===== src/rtl/sound_scheduler_if.sv =====
// Handshake/bus bundle between the game logic and the sound scheduler.
// The master drives event inputs; the slave (scheduler) drives tone outputs.
interface sound_scheduler_if;
  logic       button_i;
  logic       goodColl_i;
  logic       badColl_i;
  logic [3:0] direction_i;
  logic       tone_en_o;
  logic [1:0] tone_sel_o;
  logic [7:0] tone_per_o;
  logic       mute_o;
  logic       busy_o;

  modport master (
    output button_i, goodColl_i, badColl_i, direction_i,
    input  tone_en_o, tone_sel_o, tone_per_o, mute_o, busy_o
  );

  modport slave (
    input  button_i, goodColl_i, badColl_i, direction_i,
    output tone_en_o, tone_sel_o, tone_per_o, mute_o, busy_o
  );
endinterface


===== src/rtl/sound_scheduler.sv =====
// Arbitrates game sound events onto the single tone datapath: fixed-priority
// pending requests, timed tones with a silent gap, preemption and mute toggle.
//
// state  | meaning
// IDLE   | nothing playing, waiting for a pending request
// PLAY   | tone on, counter runs down the tone duration
// GAP    | tone off, counter runs down the silent gap
module sound_scheduler #(
  parameter logic [15:0] BAD_CYC  = 16'd2000,
  parameter logic [15:0] GOOD_CYC = 16'd1500,
  parameter logic [15:0] MOVE_CYC = 16'd500,
  parameter logic [15:0] GAP_CYC  = 16'd100,
  parameter logic [7:0]  BAD_PER  = 8'd200,
  parameter logic [7:0]  GOOD_PER = 8'd60,
  parameter logic [7:0]  MOVE_PER = 8'd120
) (
  input  logic               clk,
  input  logic               nRst,
  sound_scheduler_if.slave   sch_if
);

  typedef enum logic [1:0] {S_IDLE, S_PLAY, S_GAP} state_t;

  // Selector codes double as priority rank: larger code wins.
  localparam logic [1:0] SEL_NONE = 2'b00;
  localparam logic [1:0] SEL_MOVE = 2'b01;
  localparam logic [1:0] SEL_GOOD = 2'b10;
  localparam logic [1:0] SEL_BAD  = 2'b11;

  state_t      state_q, state_d;
  logic [15:0] cnt_q, cnt_d;
  logic [2:0]  pend_q, pend_d;
  logic [1:0]  sel_q, sel_d;
  logic [7:0]  per_q, per_d;
  logic        en_q, en_d;
  logic        busy_q, busy_d;
  logic        mute_q, mute_d;
  logic        btn_prev_q, good_prev_q, bad_prev_q;
  logic [3:0]  dir_prev_q;

  logic       btn_rise, good_rise, bad_rise, move_req, mute_on, launch;
  logic [2:0] req, launch_mask;
  logic [1:0] best_sel;

  function automatic logic [15:0] dur_m1(input logic [1:0] sel);
    case (sel)
      SEL_BAD:  dur_m1 = BAD_CYC - 16'd1;
      SEL_GOOD: dur_m1 = GOOD_CYC - 16'd1;
      SEL_MOVE: dur_m1 = MOVE_CYC - 16'd1;
      default:  dur_m1 = 16'd0;
    endcase
  endfunction

  function automatic logic [7:0] per_of(input logic [1:0] sel);
    case (sel)
      SEL_BAD:  per_of = BAD_PER;
      SEL_GOOD: per_of = GOOD_PER;
      SEL_MOVE: per_of = MOVE_PER;
      default:  per_of = 8'd0;
    endcase
  endfunction

  always_comb begin
    btn_rise  = sch_if.button_i & ~btn_prev_q;
    good_rise = sch_if.goodColl_i & ~good_prev_q;
    bad_rise  = sch_if.badColl_i & ~bad_prev_q;
    move_req  = (sch_if.direction_i != 4'd0) && (sch_if.direction_i != dir_prev_q);
    mute_on   = btn_rise & ~mute_q;
    mute_d    = mute_q ^ btn_rise;
    // Requests are accepted only when the post-edge mute state is off.
    req       = mute_d ? 3'b000 : {bad_rise, good_rise, move_req};

    if (pend_q[2])      best_sel = SEL_BAD;
    else if (pend_q[1]) best_sel = SEL_GOOD;
    else if (pend_q[0]) best_sel = SEL_MOVE;
    else                best_sel = SEL_NONE;

    launch  = 1'b0;
    state_d = state_q;
    cnt_d   = cnt_q;
    sel_d   = sel_q;

    case (state_q)
      S_IDLE: begin
        if (best_sel != SEL_NONE) launch = 1'b1;
      end
      S_PLAY: begin
        if (best_sel > sel_q) begin
          launch = 1'b1;
        end else if (cnt_q == 16'd0) begin
          state_d = S_GAP;
          cnt_d   = GAP_CYC - 16'd1;
          sel_d   = SEL_NONE;
        end else begin
          cnt_d = cnt_q - 16'd1;
        end
      end
      S_GAP: begin
        if (cnt_q != 16'd0)              cnt_d = cnt_q - 16'd1;
        else if (best_sel != SEL_NONE)   launch = 1'b1;
        else                             state_d = S_IDLE;
      end
      default: state_d = S_IDLE;
    endcase

    launch_mask = 3'b000;
    if (launch) begin
      state_d     = S_PLAY;
      sel_d       = best_sel;
      cnt_d       = dur_m1(best_sel);
      launch_mask = {best_sel == SEL_BAD, best_sel == SEL_GOOD, best_sel == SEL_MOVE};
    end

    pend_d = (pend_q & ~launch_mask) | req;

    if (mute_on) begin
      state_d = S_IDLE;
      pend_d  = 3'b000;
      sel_d   = SEL_NONE;
      cnt_d   = 16'd0;
    end

    en_d   = (state_d == S_PLAY);
    per_d  = en_d ? per_of(sel_d) : 8'd0;
    busy_d = (state_d != S_IDLE);
  end

  always_ff @(posedge clk) begin
    if (!nRst) begin
      state_q     <= S_IDLE;
      cnt_q       <= 16'd0;
      pend_q      <= 3'b000;
      sel_q       <= SEL_NONE;
      per_q       <= 8'd0;
      en_q        <= 1'b0;
      busy_q      <= 1'b0;
      mute_q      <= 1'b0;
      btn_prev_q  <= 1'b0;
      good_prev_q <= 1'b0;
      bad_prev_q  <= 1'b0;
      dir_prev_q  <= 4'd0;
    end else begin
      state_q     <= state_d;
      cnt_q       <= cnt_d;
      pend_q      <= pend_d;
      sel_q       <= sel_d;
      per_q       <= per_d;
      en_q        <= en_d;
      busy_q      <= busy_d;
      mute_q      <= mute_d;
      btn_prev_q  <= sch_if.button_i;
      good_prev_q <= sch_if.goodColl_i;
      bad_prev_q  <= sch_if.badColl_i;
      dir_prev_q  <= sch_if.direction_i;
    end
  end

  assign sch_if.tone_en_o  = en_q;
  assign sch_if.tone_sel_o = sel_q;
  assign sch_if.tone_per_o = per_q;
  assign sch_if.mute_o     = mute_q;
  assign sch_if.busy_o     = busy_q;

endmodule


===== src/flat_wrapper.sv =====
// flat-port wrapper written by rule: the top's interface ports become plain ports
module sound_scheduler_flat 
#(
  parameter logic [15:0] BAD_CYC  = 16'd2000,
  parameter logic [15:0] GOOD_CYC = 16'd1500,
  parameter logic [15:0] MOVE_CYC = 16'd500,
  parameter logic [15:0] GAP_CYC  = 16'd100,
  parameter logic [7:0]  BAD_PER  = 8'd200,
  parameter logic [7:0]  GOOD_PER = 8'd60,
  parameter logic [7:0]  MOVE_PER = 8'd120
)
  (clk, nRst, sch_if_button_i, sch_if_goodColl_i, sch_if_badColl_i, sch_if_direction_i, sch_if_tone_en_o, sch_if_tone_sel_o, sch_if_tone_per_o, sch_if_mute_o, sch_if_busy_o);
  sound_scheduler_if sch_if_i ();
  input  logic clk;
  input  logic nRst;
  input wire logic [$bits(sch_if_i.button_i)-1:0] sch_if_button_i;
  input wire logic [$bits(sch_if_i.goodColl_i)-1:0] sch_if_goodColl_i;
  input wire logic [$bits(sch_if_i.badColl_i)-1:0] sch_if_badColl_i;
  input wire logic [$bits(sch_if_i.direction_i)-1:0] sch_if_direction_i;
  output wire logic [$bits(sch_if_i.tone_en_o)-1:0] sch_if_tone_en_o;
  output wire logic [$bits(sch_if_i.tone_sel_o)-1:0] sch_if_tone_sel_o;
  output wire logic [$bits(sch_if_i.tone_per_o)-1:0] sch_if_tone_per_o;
  output wire logic [$bits(sch_if_i.mute_o)-1:0] sch_if_mute_o;
  output wire logic [$bits(sch_if_i.busy_o)-1:0] sch_if_busy_o;
  assign sch_if_i.button_i = sch_if_button_i;
  assign sch_if_i.goodColl_i = sch_if_goodColl_i;
  assign sch_if_i.badColl_i = sch_if_badColl_i;
  assign sch_if_i.direction_i = sch_if_direction_i;
  assign sch_if_tone_en_o = sch_if_i.tone_en_o;
  assign sch_if_tone_sel_o = sch_if_i.tone_sel_o;
  assign sch_if_tone_per_o = sch_if_i.tone_per_o;
  assign sch_if_mute_o = sch_if_i.mute_o;
  assign sch_if_busy_o = sch_if_i.busy_o;
  sound_scheduler #(.BAD_CYC(BAD_CYC), .GOOD_CYC(GOOD_CYC), .MOVE_CYC(MOVE_CYC), .GAP_CYC(GAP_CYC), .BAD_PER(BAD_PER), .GOOD_PER(GOOD_PER), .MOVE_PER(MOVE_PER)) u_core (.clk(clk), .nRst(nRst), .sch_if(sch_if_i));
endmodule

===== config.mk =====
export PLATFORM = sky130hd
export DESIGN_NAME = sound_scheduler_flat
export DESIGN_NICKNAME = d
export VERILOG_FILES = /design/src/rtl/sound_scheduler_if.sv /design/src/rtl/sound_scheduler.sv /design/src/flat_wrapper.sv
export SDC_FILE = /design/constraint.sdc
export NUM_CORES = 1
export LEC_CHECK = 0
export ABC_AREA = 1
export CORE_MARGIN = 2
export CORE_UTILIZATION = 45
export DETAILED_ROUTE_END_ITERATION = 12
export DONT_BUFFER_PORTS = 1
export GPL_TIMING_DRIVEN = 1
export PLACE_DENSITY = 0.63
export SLEW_MARGIN = 20
export SYNTH_ARGS = -nofsm -noshare
export SYNTH_HDL_FRONTEND = slang
export SYNTH_SLANG_ARGS = --single-unit

===== constraint.sdc =====
create_clock -name clk -period 2.6 [get_ports clk]
set_input_delay 0.26 -clock clk [delete_from_list [all_inputs] [get_ports clk]]
set_output_delay 0.26 -clock clk [all_outputs]
set_load 0.1 [all_outputs]

==> summary.txt, run 1 <==
STA
  • Maximum clock frequency: roughly 430 MHz
  • Clock Skew: 0.00466 ns
  • Max-Slew Margin vs Limit: 0.335
  • Setup-violating endpoint count in the final report: 0
  • Ratio of final minimum period to clock period: 0.899
  • Aggregate negative setup slack: 0 ns
  • Fin worst setup slack: approximately 0.26 ns
  • Final hold slack: between 0.06 and 0.07 ns
  • Max-slew violations: 0
  • Final Critical Period: 2.34 ns
  • Number of hold violations in the final report: 0
  • Slew at the pin closest to its max-slew limit: between 1 and 1.5 ns
  • RSZ-0062 raised after global routing: no

Hold path
  • Hold Path Depth: 2
  • Worst min path class: input port to flip-flop

Yosys
  • Leading post-synthesis cells by cell area: sky130_fd_sc_hd__dfxtp_1 (33%), sky130_fd_sc_hd__ha_1 (9.7%), sky130_fd_sc_hd__nand2_1 (9.1%)
  • Warnings from Yosys: 0
  • Area of the mapped netlist: around 2300 µm²
  • Post-Synth XOR/XNOR Area: 0.0530
  • Library cells used by synthesis: 34
  • Number of synthesized register bits: 38
  • Fraction of the mapped netlist area in adder cells: 0.0974
  • Synth Area per Inst: about 7.1 µm²
  • Post-synthesis compound-gate area fraction: 0.0736
  • Sequential share of the synthesized area: 0.329
  • Share of synthesized cell area in and, or, nand and nor gates: 0.338
  • Post-synthesis mux area share: 0
  • Post-Syn Instances: roughly 330
  • Largest family of logic cells by synthesized area: simple AND/OR/NAND/NOR gates
  • Fraction of synthesized cell area taken by the top area cell type: 0.329
  • Leading area contributor after synthesis: sky130_fd_sc_hd__dfxtp_1

Floorplan
  • Vertical die dimension: about 76 µm
  • Total Die Area: 5730 µm²
  • Initial Utilization: 0.459
  • Die W: 75.7 µm
  • Row count: 26
  • Core Area: a little over 5000 µm²
  • IO Pins: 22

Clock tree
  • Maximum root-to-sink buffer count: 2
  • Hold_buf cts: 0
  • CTS sink count: 38
  • H-tree level count: 2
  • Clock latency at the later pin of the worst-skew pair: approximately 0.29 ns
  • Root Buffer: sky130_fd_sc_hd__clkbuf_8
  • TritonCTS clock tree: built
  • Clock input transition at the sequential cells of the worst setup and hold paths: 0.07 ns
  • Number of clock buffers inserted by TritonCTS: 5

Cells and area
  • Area taken by multi-input logic gates: between 1000 and 1500 µm²
  • Commonest cells after routing, fill and taps aside: sky130_fd_sc_hd__nand2_1 (56), sky130_fd_sc_hd__nor2_1 (53), sky130_fd_sc_hd__inv_1 (45), sky130_fd_sc_hd__dfxtp_1 (35), sky130_fd_sc_hd__nand3_1 (22)
  • Layout cells sized above 1: 0.146
  • Sequential cell area: 764 µm²
  • Fin nets: 361
  • Most frequent standard cell in the layout excluding fill and tap cells: sky130_fd_sc_hd__nand2_1
  • Filler cell count in the final layout: 514
  • Area growth, synth to finish: 9.14%
  • # diodes: 0

Worst setup path
  • End point of the critical path: u_core.sch_if.tone_per_o[5]
  • CP Class: flip-flop to flip-flop
  • Largest fanout on the critical path: 5
  • Worst EP required: between 2 and 3 ns
  • Kind of start point of the critical path: flip-flop
  • Startpoint of the worst register-to-register path: u_core.pend_q[1]
  • Crit path launch: u_core.pend_q[1]
  • Data arrival time of the critical path: about 2.5 ns
  • Cells on worst reg2reg path: 14
  • Setup slack, reg-to-reg: about 0.26 ns
  • Endpoint kind of the worst setup timing path: flip-flop
  • Worst flop-to-flop path endpoint: u_core.sch_if.tone_per_o[5]

Routing
  • Final antenna-violating net count: 0
  • Number of search-and-repair iterations in the first detailed-routing pass: 4
  • Via Count: approximately 1900
  • Number of vias per cell: approximately 4.7
  • Drt initial violations: 87
  • Avg WL per Cell: 11.0 µm
  • Routed WL: roughly 4400 µm
  • DRC violations left: 0

Power and ir drop
  • Fraction of power consumed by the clock network: 0.159
  • Internal power summed over all cells: about 1.4 mW
  • Reported net switching power: between 1 and 1.5 mW
  • Proportion of power drawn by flip-flops and latches: 0.330
  • P per Cell Area: roughly 1100 nW/µm²
  • Highest ir drop seen on vdd: approximately 0.55 mV
  • Leakage component of the power: 1.23 nW
  • Portion of total power attributed to combinational logic: 0.511
  • Share of total power consumed by net switching: 0.485

GRT
  • Vias in the first global route: between 1500 and 2000
  • Initial antenna violation count: 0
  • Total routing usage reported by global routing: 0.177
  • Largest net degree at the start of global routing: 16
  • Global-route wire length before repair: around 8000 µm
  • Overflow left after global routing: 0

Placement
  • Weighted congestion at the end of routability-driven global placement: ~0.86
  • DPL Wire Length: about 3400 µm
  • Worst slack at placement: roughly 0.21 ns
  • Count of input and output buffers: 0

Outcome
  • Outcome: finished clean

Flow run
  • Max cap viols: 0
[how the worst min path moves through the flow]
stage / from / to
finish: nRst / u_core.bad_prev_q
global route: nRst / u_core.bad_prev_q
CTS: nRst / u_core.bad_prev_q
detailed placement: nRst / u_core.bad_prev_q
global placement: sch_if_goodColl_i / u_core.good_prev_q
floorplan: sch_if_button_i / u_core.btn_prev_q
[power groups by stage]
stage	sequential [mW]	combinational, mW	clock [mW]
6_report	0.881	1.37	0.424
4_1_cts	0.881	1.35	0.440
3_3_place_gp	0.896	1.33	0
5_1_grt	0.895	1.58	0.455
3_5_place_dp	0.894	1.34	0
2_1_floorplan	0.900	1.11	0
[kinds of logic after synthesis]
kind of cell    after synthesis
flops                        38
compound gates               32
buf+inv                      57
fa+ha+maj                    18
xor+xnor                     14
other cells                   1
simple gates                165
[worst max-delay path, stage by stage, from the launching register on]
cell	delay, ns
sky130_fd_sc_hd__dfxtp_1	0.33
sky130_fd_sc_hd__nor2_1	0.14
sky130_fd_sc_hd__inv_1	0.12
sky130_fd_sc_hd__ha_1	0.35
sky130_fd_sc_hd__a21oi_2	0.07
sky130_fd_sc_hd__a21oi_2	0.13
sky130_fd_sc_hd__nand2_1	0.10
sky130_fd_sc_hd__nand3_2	0.15
sky130_fd_sc_hd__nand2_4	0.08
sky130_fd_sc_hd__buf_4	0.16
sky130_fd_sc_hd__nand2_1	0.06
sky130_fd_sc_hd__nand3_2	0.14
sky130_fd_sc_hd__ha_1	0.32
sky130_fd_sc_hd__inv_1	0.06
sky130_fd_sc_hd__nor2_2	0.04
[cells in the mapped netlist, drive strengths merged]
| library cell | n |
|---|---|
| nand4 | 3 |
| dfxtp | 38 |
| buf | 9 |
| o21a | 1 |
| xor2 | 5 |
| xnor2 | 9 |
| o21bai | 1 |
| inv | 47 |
| nand3 | 26 |
| nor3 | 3 |
| and2 | 1 |
| a31oi | 1 |
| conb | 1 |
| o21ai | 16 |
| or4 | 1 |
| nand3b | 4 |
| nand2 | 61 |
| clkinv | 1 |
| ha | 18 |
| nor2 | 66 |
| a21oi | 13 |
[cell type report]
class | instances | area share
multi-input cells | 231 | 0.523
flip-flops and latches | 38 | 0.303
inverters | 48 | 0.0724
well taps | 70 | 0.0347
clock buffers | 6 | 0.0327
repair buffers | 10 | 0.0297
clock inverters | 2 | 0.00496
[metal layers]
| metal | global-route usage | routed length (µm) |
|---|---|---|
| met3 | 0.0529 | 193 |
| met2 | 0.293 | 2010 |
| met5 | 0 | 0 |
| met4 | 0.0585 | 55 |
| met1 | 0.222 | 2190 |
[sequential cells by signal, summed over array words and instances, names as in the netlist]
| name | count |
|---|---|
| u_core.cnt_q | 16 |
| u_core.sch_if.tone_en_o | 1 |
| u_core.bad_prev_q | 1 |
| u_core.state_q | 2 |
| u_core.pend_q | 3 |
| u_core.sch_if.tone_per_o | 5 |
| u_core.btn_prev_q | 1 |
| u_core.dir_prev_q | 4 |
| u_core.sch_if.busy_o | 1 |
| u_core.sch_if.tone_sel_o | 2 |
| u_core.sch_if.mute_o | 1 |
| u_core.good_prev_q | 1 |
[per-stage QoR]
stage                     power (mW)  area, µm²  cells  utilization
after floorplan                 2.01       2320    326            -
final                           2.67       2520    405        0.500
after global placement          2.23       2400    395        0.476
after CTS                       2.67       2500    403        0.495
after global routing            2.93       2520    405        0.500
after detailed placement        2.23       2400    395        0.476
[repair_timing]
item	4_1_cts	5_1_grt
gates resized for setup	0	3
buffers inserted	0	2
endpoints found under the setup margin	0	3
No activity file was read; power rests on OpenSTA's default activity.
==> run 2, diff against run 1 <==
Settings changed: CELL_PAD_IN_SITES_DETAIL_PLACEMENT from default to 0, CELL_PAD_IN_SITES_GLOBAL_PLACEMENT from default to 1, PLACE_DENSITY 0.63 to 0.81.
==> summary.txt, run 2 (synthesis results as in run 1) <==
STA
  • RSZ-0062 raised after global routing: no
  • Max-slew violations: 0
  • Clock Skew: about 0.0055 ns
  • Number of hold violations in the final report: 0
  • Max-Slew Margin vs Limit: 0.333
  • Final hold slack: 0.0597 ns
  • Slew at the pin closest to its max-slew limit: ~1.0 ns
  • Final Critical Period: between 2 and 2.5 ns
  • Setup-violating endpoint count in the final report: 0
  • Ratio of final minimum period to clock period: 0.896
  • Aggregate negative setup slack: 0 ns
  • Maximum clock frequency: roughly 430 MHz

Floorplan
  • Row count: 26
  • Initial Utilization: 0.459
  • IO Pins: 22
  • Vertical die dimension: 75.7 µm
  • Total Die Area: around 5700 µm²
  • Die W: 75.7 µm
  • Core Area: approximately 5000 µm²

Worst setup path
  • Setup slack, reg-to-reg: 0.27 ns
  • Data arrival time of the critical path: around 2.5 ns
  • Worst EP required: approximately 2.8 ns
  • CP Class: flip-flop to flip-flop
  • Kind of start point of the critical path: flip-flop
  • Chain of cells forming the critical path: nor2_1 > inv_1 > ha_1 > a21oi_1 > a21oi_1 > nand2_1 > nand3_2 > nand3_1 > o21ai_1 > nand2_1 > ha_1 > inv_1 > nor2_2
  • Largest stage delay, worst path: between 0.3 and 0.4 ns
  • Largest fanout on the critical path: 5
  • Worst path slowest cell: sky130_fd_sc_hd__dfxtp_1
  • Endpoint kind of the worst setup timing path: flip-flop

Power and ir drop
  • Proportion of power drawn by flip-flops and latches: 0.334
  • Highest ir drop seen on vdd: approximately 0.46 mV
  • P per Cell Area: 1050 nW/µm²
  • Share of total power consumed by net switching: 0.495
  • Reported net switching power: about 1.3 mW
  • Internal power summed over all cells: about 1.3 mW
  • Portion of total power attributed to combinational logic: 0.515
  • Fraction of power consumed by the clock network: 0.151
  • Leakage component of the power: ~1.2 nW

GRT
  • Largest net degree at the start of global routing: 16
  • Initial antenna violation count: 0
  • Overflow left after global routing: 0
  • Global-route wire length before repair: around 8300 µm
  • Vias in the first global route: between 1500 and 2000
  • Total routing usage reported by global routing: 0.189

Clock tree
  • Number of post-CTS setup repair buffers: 0
  • Maximum root-to-sink buffer count: 2
  • CTS sink count: 38
  • Clock latency at the later pin of the worst-skew pair: slightly below 0.3 ns
  • Root Buffer: sky130_fd_sc_hd__clkbuf_8
  • Clock input transition at the sequential cells of the worst setup and hold paths: about 0.080 ns
  • Hold_buf cts: 0
  • H-tree level count: 2
  • Number of clock buffers inserted by TritonCTS: 5
  • TritonCTS clock tree: built

Cells and area
  • Core occupancy in the finished layout: 0.494
  • Final Non-Filler Cells: 402
  • # diodes: 0
  • Most frequent standard cell in the layout excluding fill and tap cells: sky130_fd_sc_hd__nand2_1
  • Fin nets: between 300 and 400
  • Area growth, synth to finish: 7.68%
  • Register name with the most flops: u_core.cnt_q
  • Commonest cells after routing, fill and taps aside: sky130_fd_sc_hd__nand2_1 (56), sky130_fd_sc_hd__nor2_1 (53), sky130_fd_sc_hd__inv_1 (45), sky130_fd_sc_hd__dfxtp_1 (35), sky130_fd_sc_hd__nand3_1 (22)
  • Layout cells sized above 1: 0.133
  • Number of flip-flops in the largest register: 16

Routing
  • Number of vias per cell: approximately 4.7
  • Avg WL per Cell: 11.4 µm
  • Drt initial violations: 47
  • Via Count: around 1900
  • DRC violations left: 0
  • Routed WL: ~4600 µm
  • Final antenna-violating net count: 0
  • Number of search-and-repair iterations in the first detailed-routing pass: 4

Flow run
  • Max cap viols: 0

Placement
  • Post-Place Cells: roughly 400
  • DPL Wire Length: about 3500 µm
  • Count of input and output buffers: 0
  • Weighted congestion at the end of routability-driven global placement: 0.863

Outcome
  • Outcome: finished clean

Hold path
  • Worst min path class: input port to flip-flop
## run 2: cell count changes in the layout (fill, tap and decap cells not counted), sizes merged
cell	previous run	this run
clkbuf	6	5
buf	10	8
clkinv	2	1
clkinvlp	1	2
## run 2: power by group through the flow
stage | Combinational (mW) | Clock [mW] | Sequential (mW)
floorplan | 1.11 | 0 | 0.900
global placement | 1.35 | 0 | 0.891
detailed placement | 1.35 | 0 | 0.892
CTS | 1.36 | 0.413 | 0.879
global route | 1.58 | 0.432 | 0.894
finish | 1.35 | 0.397 | 0.877
## run 2: cell type report
class	instances	area [µm²]
clock buffer	5	68.8
clock inverter	2	15.0
fill	538	2550
inverter	48	183
multi-input combinational	231	1310
sequential	38	764
tap	70	87.6
timing repair buffer	8	60.1
## run 2: routing by layer
metal / vias up / track usage / share of wire
met5: - / 0 / 0
met4: 0 / 0.0526 / 0.015
met3: 7 / 0.0450 / 0.037
met2: 24 / 0.334 / 0.49
met1: 829 / 0.229 / 0.46
li1: 1014 / - / -
## run 2: critical path, delay by kind of cell, from the launching register on
| family | cells | cell delay (ns) |
|---|---|---|
| flops | 1 | 0.33 |
| compound gates | 3 | 0.44 |
| buf+inv | 2 | 0.18 |
| fa+ha+maj | 2 | 0.59 |
| simple gates | 6 | 0.69 |
## run 2: path summary, 6_finish.rpt
kind	start	endpoint	depth (start not counted)
worst min-delay path	sch_if_button_i	u_core.btn_prev_q	2
worst max register to register	u_core.pend_q[1]	u_core.sch_if.tone_per_o[5]	13
worst max-delay path	u_core.pend_q[1]	u_core.sch_if.tone_per_o[5]	13
worst min register to register	u_core.pend_q[0]	u_core.pend_q[0]	2
## run 2: per-stage QoR
step	setup WS, ns	instance area, µm²	power (mW)
after global routing	0.0214	2490	2.91
after detailed placement	0.217	2400	2.24
after global placement	0.280	2400	2.24
final	0.270	2490	2.63
after CTS	0.188	2480	2.65
after floorplan	0.176	2320	2.01
## run 2: repair_timing
item | in CTS | in global routing
endpoints found under the setup margin | 0 | 2
resized for setup | 0 | 1
hold endpoints to repair | 0 | 0
==> run 3, diff against run 2 <==
Settings changed: CORE_UTILIZATION 45 to 46, PLACE_DENSITY 0.81 to 0.82.
==> summary.txt, run 3 (synthesis results as in run 1) <==
Outcome
  • Outcome: finished clean

Clock tree
  • Root Buffer: sky130_fd_sc_hd__clkbuf_8
  • Number of clock buffers inserted by TritonCTS: 5
  • Number of post-CTS setup repair buffers: 0
  • Maximum root-to-sink buffer count: 2
  • Clock input transition at the sequential cells of the worst setup and hold paths: 0.08 ns
  • H-tree level count: 2
  • CTS sink count: 38
  • Hold_buf cts: 0
  • Clock latency at the later pin of the worst-skew pair: slightly below 0.3 ns
  • TritonCTS clock tree: built

Worst setup path
  • Worst EP required: ~2.8 ns
  • Data arrival time of the critical path: between 2 and 3 ns
  • CP Class: flip-flop to flip-flop
  • Endpoint kind of the worst setup timing path: flip-flop
  • Kind of start point of the critical path: flip-flop
  • Largest fanout on the critical path: 8

Power and ir drop
  • Leakage component of the power: roughly 1.2 nW
  • P per Cell Area: ~1100 nW/µm²
  • Highest ir drop seen on vdd: between 0.5 and 0.6 mV

GRT
  • Vias in the first global route: around 1800
  • Overflow left after global routing: 0
  • Initial antenna violation count: 0
  • Global-route wire length before repair: roughly 8100 µm
  • Total routing usage reported by global routing: 0.188
  • Largest net degree at the start of global routing: 16

Placement
  • Worst slack at placement: ~0.25 ns
  • Weighted congestion at the end of routability-driven global placement: 0.837
  • DPL Wire Length: between 3000 and 4000 µm
  • Count of input and output buffers: 0

Cells and area
  • Area growth, synth to finish: 10.1%
  • Area taken by multi-input logic gates: 1310 µm²
  • Number of flip-flops in the largest register: 16
  • Most frequent standard cell in the layout excluding fill and tap cells: sky130_fd_sc_hd__nand2_1
  • Layout cells sized above 1: 0.135
  • Register name with the most flops: u_core.cnt_q
  • # diodes: 0
  • Filler cell count in the final layout: between 400 and 500
  • Commonest cells after routing, fill and taps aside: sky130_fd_sc_hd__nand2_1 (56), sky130_fd_sc_hd__nor2_1 (53), sky130_fd_sc_hd__inv_1 (45), sky130_fd_sc_hd__dfxtp_1 (35), sky130_fd_sc_hd__nand3_1 (22)
  • Sequential cell area: around 760 µm²
  • Fin nets: between 300 and 400

Routing
  • Final antenna-violating net count: 0
  • Via Count: between 1500 and 2000
  • Routed WL: ~4600 µm
  • Drt initial violations: 100
  • DRC violations left: 0
  • Avg WL per Cell: about 12 µm
  • Number of search-and-repair iterations in the first detailed-routing pass: 4
  • Number of vias per cell: around 4.7

STA
  • Ratio of final minimum period to clock period: 0.889
  • RSZ-0062 raised after global routing: no
  • Fin worst setup slack: around 0.29 ns
  • Max-Slew Margin vs Limit: 0.335
  • Slew at the pin closest to its max-slew limit: around 1.0 ns
  • Clock Skew: approximately 0.0042 ns
  • Maximum clock frequency: ~430 MHz
  • Setup-violating endpoint count in the final report: 0
  • Final Critical Period: around 2.3 ns
  • Max-slew violations: 0
  • Number of hold violations in the final report: 0
  • Aggregate negative setup slack: 0 ns

Floorplan
  • Core Area: roughly 4800 µm²
  • Row count: 25
  • IO Pins: 22
  • Total Die Area: roughly 5600 µm²
  • Initial Utilization: 0.483
  • Die W: 74.9 µm
  • Vertical die dimension: 74.9 µm

Flow run
  • Max cap viols: 0

Hold path
  • Worst min path class: input port to flip-flop
==> run 3: cell count changes in the layout (fill, tap and decap cells not counted) <==
cell	change
sky130_fd_sc_hd__clkbuf_8	+1
sky130_fd_sc_hd__bufinv_16	+2
sky130_fd_sc_hd__clkinvlp_4	-2
==> run 3: final timing paths <==
kind / from / end / cells past startpoint / slack [ns]
setup / recovery: u_core.pend_q[1] / u_core.sch_if.tone_per_o[5] / 14 / 0.29
hold / removal: nRst / u_core.bad_prev_q / 2 / 0.06
setup reg to reg: u_core.pend_q[1] / u_core.sch_if.tone_per_o[5] / 14 / 0.29
hold reg to reg: u_core.pend_q[0] / u_core.pend_q[0] / 2 / 0.47
==> run 3: stage by stage <==
stage	total power [mW]	std cells	area, µm²	hold slack [ns]	utilization
final	2.85	400	2540	0.0597	0.532
after global routing	3.10	400	2540	0.0523	0.532
after detailed placement	2.24	392	2400	0.359	0.501
after floorplan	2.01	326	2320	0.353	-
after CTS	2.88	400	2540	0.0519	0.531
after global placement	2.24	392	2400	0.355	0.501
==> run 3: what timing repair did <==
| item | 4_1_cts | 5_1_grt |
|---|---|---|
| resized for setup | 0 | 1 |
| endpoints found under the hold margin | 0 | 0 |
| setup endpoints to repair | 0 | 3 |
==> run 3: routing by layer <==
metal	vias up	share of wire	global-route usage
li1	1013	-	-
met3	6	0.028	0.0402
met2	24	0.49	0.319
met4	0	0.013	0.0635
met5	-	0	0
met1	832	0.47	0.237
==> run 3: report_power, final <==
| group | switching (mW) | internal (mW) | total [mW] |
|---|---|---|---|
| registers | 0.207 | 0.673 | 0.880 |
| logic | 0.876 | 0.468 | 1.34 |
| clock network | 0.215 | 0.409 | 0.624 |
| total | 1.30 | 1.55 | 2.85 |
==> run 3: critical path, cell delays in order (launching register included) <==
cell and delay, ns:
sky130_fd_sc_hd__dfxtp_1 0.32, sky130_fd_sc_hd__nor2_1 0.13, sky130_fd_sc_hd__inv_1 0.12, sky130_fd_sc_hd__ha_1 0.31, sky130_fd_sc_hd__a21oi_1 0.15, sky130_fd_sc_hd__a21oi_1 0.08
sky130_fd_sc_hd__nand2_1 0.10, sky130_fd_sc_hd__nand3_2 0.15, sky130_fd_sc_hd__nand2_4 0.17, sky130_fd_sc_hd__inv_4 0.07, sky130_fd_sc_hd__o21ai_1 0.16, sky130_fd_sc_hd__nand2_1 0.09
sky130_fd_sc_hd__ha_1 0.27, sky130_fd_sc_hd__inv_1 0.06, sky130_fd_sc_hd__nor2_2 0.03
==> run 3: cell type report <==
| type | instances | area share |
|---|---|---|
| multi-input cells | 231 | 0.515 |
| flip-flops and latches | 38 | 0.300 |
| inverters | 48 | 0.0718 |
| well taps | 67 | 0.0329 |
| clock buffers | 6 | 0.0324 |
| clock inverters | 2 | 0.0236 |
| repair buffers | 8 | 0.0236 |
